`src/rtl/ffq_pkg.sv`:
```
// rtl/ffq_pkg.sv - shared state encoding, 7-segment codes and winner-code check for the buzzer quiz
package ffq_pkg;

  typedef enum logic [1:0] {
    ST_IDLE   = 2'd0,
    ST_ARMED  = 2'd1,
    ST_ANSWER = 2'd2,
    ST_CLEAR  = 2'd3
  } ffq_state_e;

  localparam int NPLAYERS_DEF = 4;

  // Segment order is {g,f,e,d,c,b,a}, active high.
  localparam logic [6:0] SEG_BLANK = 7'b0000000;
  localparam logic [6:0] SEG_1     = 7'b0000110;
  localparam logic [6:0] SEG_2     = 7'b1011011;
  localparam logic [6:0] SEG_3     = 7'b1001111;
  localparam logic [6:0] SEG_4     = 7'b1100110;
  localparam logic [6:0] SEG_5     = 7'b1101101;
  localparam logic [6:0] SEG_6     = 7'b1111101;
  localparam logic [6:0] SEG_7     = 7'b0000111;
  localparam logic [6:0] SEG_8     = 7'b1111111;
  localparam logic [6:0] SEG_9     = 7'b1101111;

  // A winner code is a player number 1..nplayers; 0 means nobody buzzed.
  function automatic logic winner_valid(input logic [3:0] code, input int nplayers);
    return (code != 4'd0) && (int'(code) <= nplayers);
  endfunction

endpackage

```
`src/rtl/ffq_seg7_dec.sv`:
```
// rtl/ffq_seg7_dec.sv - combinational decimal digit to 7-segment decoder, blank outside 1..9
module ffq_seg7_dec
  import ffq_pkg::*;
(
  input  logic [3:0] digit_i,
  output logic [6:0] seg_o
);

  // Digits 1..9 light their glyph; 0 (no winner) and anything above 9 stay dark.
  always_comb begin
    seg_o = SEG_BLANK;
    case (digit_i)
      4'd1:    seg_o = SEG_1;
      4'd2:    seg_o = SEG_2;
      4'd3:    seg_o = SEG_3;
      4'd4:    seg_o = SEG_4;
      4'd5:    seg_o = SEG_5;
      4'd6:    seg_o = SEG_6;
      4'd7:    seg_o = SEG_7;
      4'd8:    seg_o = SEG_8;
      4'd9:    seg_o = SEG_9;
      default: seg_o = SEG_BLANK;
    endcase
  end

endmodule

```
`src/rtl/ffq_host_ctrl.sv`:
```
// rtl/ffq_host_ctrl.sv - quiz round controller: arms buzzers, times answers, keeps scores (optional FFQ_PENALTY_EN)
module ffq_host_ctrl
  import ffq_pkg::*;
#(
  parameter int NPLAYERS   = NPLAYERS_DEF,
  parameter int ANS_CYCLES = 1000,
  parameter int SCORE_W    = 4,
  parameter int MAX_SCORE  = 9
) (
  input  logic                        clk,
  input  logic                        rst,
  input  logic                        start,
  input  logic                        abort,
  input  logic                        judge_ok,
  input  logic                        judge_bad,
  input  logic                        flag_in,
  input  logic [3:0]                  winner_in,
  output logic                        buzz_en,
  output logic                        buzz_clear,
  output logic [3:0]                  winner,
  output logic [6:0]                  seg,
  output logic                        timeout,
  output logic [1:0]                  state,
  output logic [NPLAYERS*SCORE_W-1:0] scores
);

  localparam int                 TW         = $clog2(ANS_CYCLES);
  localparam logic [TW-1:0]      TIMER_LOAD = TW'(ANS_CYCLES - 1);
  localparam logic [SCORE_W-1:0] MAX_S      = SCORE_W'(MAX_SCORE);

  ffq_state_e state_q, state_d;
  logic [TW-1:0] timer_q, timer_d;
  logic [3:0]    winner_q, winner_d;
  logic [6:0]    seg_q, seg_d;
  logic          timeout_q, timeout_d;
  logic          buzz_en_q, buzz_clear_q;
  logic          score_inc, score_dec;
  logic [NPLAYERS-1:0][SCORE_W-1:0] score_q, score_d;

  // Decode the next winner so the digit changes on the same edge as the winner register.
  ffq_seg7_dec u_seg_dec (
    .digit_i (winner_d),
    .seg_o   (seg_d)
  );

  // Round sequencing: abort outranks everything, a clean judgement outranks the timer expiring.
  always_comb begin
    state_d   = state_q;
    timer_d   = timer_q;
    winner_d  = winner_q;
    timeout_d = 1'b0;
    score_inc = 1'b0;
    score_dec = 1'b0;
    case (state_q)
      ST_IDLE: begin
        if (start) state_d = ST_ARMED;
      end
      ST_ARMED: begin
        if (abort) begin
          state_d = ST_CLEAR;
        end else if (flag_in && winner_valid(winner_in, NPLAYERS)) begin
          winner_d = winner_in;
          timer_d  = TIMER_LOAD;
          state_d  = ST_ANSWER;
        end
      end
      ST_ANSWER: begin
        if (timer_q != '0) timer_d = timer_q - TW'(1);
        if (abort) begin
          state_d = ST_CLEAR;
        end else if (judge_ok && !judge_bad) begin
          score_inc = 1'b1;
          state_d   = ST_CLEAR;
        end else if (judge_bad && !judge_ok) begin
`ifdef FFQ_PENALTY_EN
          score_dec = 1'b1;
`endif
          state_d   = ST_CLEAR;
        end else if (timer_q == '0) begin
          timeout_d = 1'b1;
`ifdef FFQ_PENALTY_EN
          score_dec = 1'b1;
`endif
          state_d   = ST_CLEAR;
        end
      end
      ST_CLEAR: begin
        winner_d = 4'd0;
        state_d  = ST_IDLE;
      end
      default: begin
        winner_d = 4'd0;
        state_d  = ST_IDLE;
      end
    endcase
  end

  // Only the current winner's score moves, saturating at both ends.
  always_comb begin
    score_d = score_q;
    for (int p = 0; p < NPLAYERS; p++) begin
      if (winner_q == 4'(p + 1)) begin
        if (score_inc && (score_q[p] < MAX_S)) begin
          score_d[p] = score_q[p] + SCORE_W'(1);
        end else if (score_dec && (score_q[p] != '0)) begin
          score_d[p] = score_q[p] - SCORE_W'(1);
        end
      end
    end
  end

  // All outputs are registered; buzzer strobes follow the state being entered.
  always_ff @(posedge clk or posedge rst) begin
    if (rst) begin
      state_q      <= ST_IDLE;
      timer_q      <= '0;
      winner_q     <= 4'd0;
      seg_q        <= SEG_BLANK;
      timeout_q    <= 1'b0;
      buzz_en_q    <= 1'b0;
      buzz_clear_q <= 1'b0;
      score_q      <= '0;
    end else begin
      state_q      <= state_d;
      timer_q      <= timer_d;
      winner_q     <= winner_d;
      seg_q        <= seg_d;
      timeout_q    <= timeout_d;
      buzz_en_q    <= (state_d == ST_ARMED);
      buzz_clear_q <= (state_d == ST_CLEAR);
      score_q      <= score_d;
    end
  end

  assign state      = state_q;
  assign winner     = winner_q;
  assign seg        = seg_q;
  assign timeout    = timeout_q;
  assign buzz_en    = buzz_en_q;
  assign buzz_clear = buzz_clear_q;
  assign scores     = score_q;

endmodule
```
`config.mk`:
```
export PLATFORM = sky130hd
export DESIGN_NAME = ffq_host_ctrl
export DESIGN_NICKNAME = d
export VERILOG_FILES = /design/src/rtl/ffq_pkg.sv /design/src/rtl/ffq_seg7_dec.sv /design/src/rtl/ffq_host_ctrl.sv
export SDC_FILE = /design/constraint.sdc
export NUM_CORES = 1
export LEC_CHECK = 0
export CORE_UTILIZATION = 55
export CTS_CLUSTER_DIAMETER = 30
export DETAILED_ROUTE_END_ITERATION = 6
export PLACE_DENSITY = 0.83
export SKIP_LAST_GASP = 1
export SLEW_MARGIN = 20
export SYNTH_ARGS = -nofsm -noshare
export SYNTH_HDL_FRONTEND = slang
export SYNTH_SLANG_ARGS = --single-unit
export TNS_END_PERCENT = 10
```
`constraint.sdc`:
```
create_clock -name clk -period 3.5 [get_ports clk]
set_clock_uncertainty 0.05 [all_clocks]
set_input_delay 0.7 -clock clk [delete_from_list [all_inputs] [get_ports clk]]
set_output_delay 0.7 -clock clk [all_outputs]
set_load 0.01 [all_outputs]
```
==> flow_summary.json <==
{
  "hold_class": "reg2reg",
  "outcome": "finished, final reports clean",
  "fin_setup_tns_ps": 0,
  "ys_ff_latch": 42,
  "fmax_ghz": 0.3316,
  "maxSlewViolCount": 0,
  "ios": 43,
  "clockRootBuffer": "clkbuf_8",
  "first_global_vias": 1643,
  "cts_tree": "yes",
  "dieHeight_microns": 64.39,
  "peakVddDrop_uv": 432.4,
  "antenna_found_initial": 0,
  "design_area_sq_um": 2761,
  "grt_overflow_total": 0,
  "critPathLaunchType": "input port",
  "fin_crit_ps": 3016,
  "worstMarginPinSlew_ps": 504.5,
  "ys.flop_type": "dfrtp_1",
  "place_area_sq_um": 2619,
  "syn_area_per_cell_sq_um": 10.29,
  "postCtsSetupRepairBufs": 0,
  "required_ps": 3660,
  "hold_ws_ps": 455.7,
  "power_leakage_nw": 1.244,
  "rsz0062_at_grt": "no",
  "post-route-period-util": 0.8617,
  "wl_per_cell_microns": 14.78,
  "drtPass1Iterations": 4,
  "vias_per_cell": 5.530,
  "fillers": 282,
  "end_kind": "register",
  "yosysTopAreaCell": "dfrtp_1",
  "drt_wl_total_microns": 4493,
  "power_mw": 1.739,
  "grt_pass1_wl_microns": 7465,
  "cts_buffers": 5,
  "yosysTopAreaCellShare": 0.4909,
  "syn_area_sq_um": 2141,
  "vias": 1681,
  "rrSetupSlack_ps": 1160,
  "crit_path_cell_trace": "clkdlybuf4s50_1, o21ai_0, nand4_1, a32oi_1, inv_1, ha_1, or2_2, a31oi_1",
  "synth_edf_count": 0,
  "clk_latency_ps": 300,
  "die_w_microns": 64.39,
  "cp_slowest_cell": "clkdlybuf4s50_1",
  "place_congestion": 0.8317,
  "critPathKind": "in2reg",
  "fin_cells": 304,
  "cts.sinks": 42,
  "crit_path_max_incr_delay_ps": 490,
  "antennaDiodeCount": 0,
  "postRouteAntennaNets": 0,
  "cts_buffer_depth": 2,
  "start_util": 0.5804,
  "dp_hpwl_microns": 3247,
  "drive_gt1_frac": 0.07813,
  "synth_cell_types": 48,
  "htreeDepth": 2,
  "setup_viol": 0,
  "powerDensity_nw_per_um2": 629.6,
  "grt_max_degree": 43,
  "yosysWarnings": 0,
  "post_cts_resized": 0,
  "fin_nets": 278,
  "slew_headroom": 0.6637,
  "io_buffer_count": 42,
  "drc_errors": 0,
  "async_flop_share": 1.000,
  "rows": 22,
  "synth_area_leaders": "dfrtp_1 49%, ha_1 7.0%, inv_1 4.7%",
  "drt-initial-drc-count": 146,
  "synth_nets": 231,
  "core_sq_um": 3689,
  "cts.clk_slew.worst_paths_ps": 80,
  "dieArea_sq_um": 4146,
  "finalHoldViolCount": 0,
  "arrival_ps": 3180,
  "syn_inst": 208,
  "area_growth_pct": 28.99,
  "cp_max_fo": 5,
  "maxCapViolCount": 0,
  "hold_buffers": 0,
  "placed_cells": 296,
  "seq_area_frac_synth": 0.4909,
  "grtUsageTotal": 0.2379
}
==> cell usage in the layout, fill, tap and decap left out, drive strengths merged, types with 3 or more instances in the layout <==
| cell type | instances |
|---|---|
| o21bai | 3 |
| xnor2 | 8 |
| o21ai | 8 |
| dfrtp | 42 |
| clkbuf | 6 |
| or3 | 3 |
| a31oi | 4 |
| nor2 | 10 |
| or4 | 3 |
| nor2b | 5 |
| inv | 27 |
| nand2b | 4 |
| xor2 | 4 |
| ha | 12 |
| clkdlybuf4s50 | 42 |
| nand3 | 9 |
| mux2 | 4 |
| a21oi | 7 |
| nand2 | 13 |
| nor3 | 7 |
==> cells by family (layout without fill, tap and decap cells) <==
| kind of cell | Yosys count | count (layout) | synth area share |
|---|---|---|---|
| flip-flops | 42 | 42 | 0.4909 |
| adder cells (fa/ha/maj) | 12 | 12 | 0.07013 |
| AO/OA/AOI/OAI | 38 | 38 | 0.1245 |
| AND/OR/NAND/NOR | 69 | 69 | 0.1888 |
| XOR/XNOR | 12 | 12 | 0.04909 |
| buffers and inverters | 31 | 79 | 0.05553 |
| multiplexers | 4 | 4 | 0.02104 |
==> sequential cells by signal, indices dropped and copies added, names as in the netlist <==
register,flops
scores,16
winner,4
buzz_clear,1
timer_q,10
buzz_en,1
timeout,1
seg,7
state,2
==> per-layer routing <==
layer,share of wire,routed length [microns],vias to the layer above,GRT usage
li1,-,-,813,-
met1,0.44,1961,814,0.2877
met2,0.50,2252,47,0.3974
met3,0.050,225,7,0.07679
met4,0.012,53,0,0.08056
met5,0,0,-,0
==> cell type report <==
cell class	count	area, sq um	area share
clock buffers	6	82.58	0.02990
clock inverters	2	60.06	0.02175
inverters	27	101.3	0.03670
multi-input cells	135	970.9	0.3516
flip-flops and latches	42	1051	0.3806
well taps	48	60.06	0.02175
repair buffers	44	435.4	0.1577
==> worst paths after layout <==
| kind | depth (start not counted) | start | end |
|---|---|---|---|
| setup / recovery | 8 | winner_in[1] | seg[6]$_DFF_PP0_ |
| hold / removal | 1 | scores[3]$_DFFE_PP0P_ | scores[3]$_DFFE_PP0P_ |
| setup reg to reg | 7 | timer_q[0]$_DFFE_PP0P_ | timer_q[3]$_DFFE_PP0P_ |
| hold reg to reg | 1 | scores[3]$_DFFE_PP0P_ | scores[3]$_DFFE_PP0P_ |
| max in group asynchronous | 3 | rst | winner[2]$_DFF_PP0_ |
| min in group asynchronous | 3 | rst | scores[3]$_DFFE_PP0P_ |
==> Yosys cell counts (all sizes together), types with 5 or more instances <==
library cell,number
nor3,7
inv,27
xnor2,8
nand3,9
dfrtp,42
nor2b,5
ha,12
nor2,10
a21oi,7
nand2,13
o21ai,8
==> worst max-delay path: cells and delay by family <==
family                   cells  cell delay (ps)
AO/OA/AOI/OAI                3             1100
adder cells (fa/ha/maj)      1              220
buffers and inverters        2              620
AND/OR/NAND/NOR              2              540
==> through the flow <==
| step | util | worst slack [ps] |
|---|---|---|
| floorplan | - | 916.9 |
| global placement | 0.7100 | 421.0 |
| detailed placement | 0.7100 | 227.4 |
| CTS | 0.7486 | 512.0 |
| global route | 0.7486 | 345.4 |
| finish | 0.7486 | 483.9 |
==> power breakdown <==
part / total (mW) / internal, mW / switching [mW]
registers: 0.699 / 0.592 / 0.107
clock network: 0.471 / 0.304 / 0.167
logic: 0.569 / 0.293 / 0.275
Note: power is estimated with default switching activity, not from simulation.
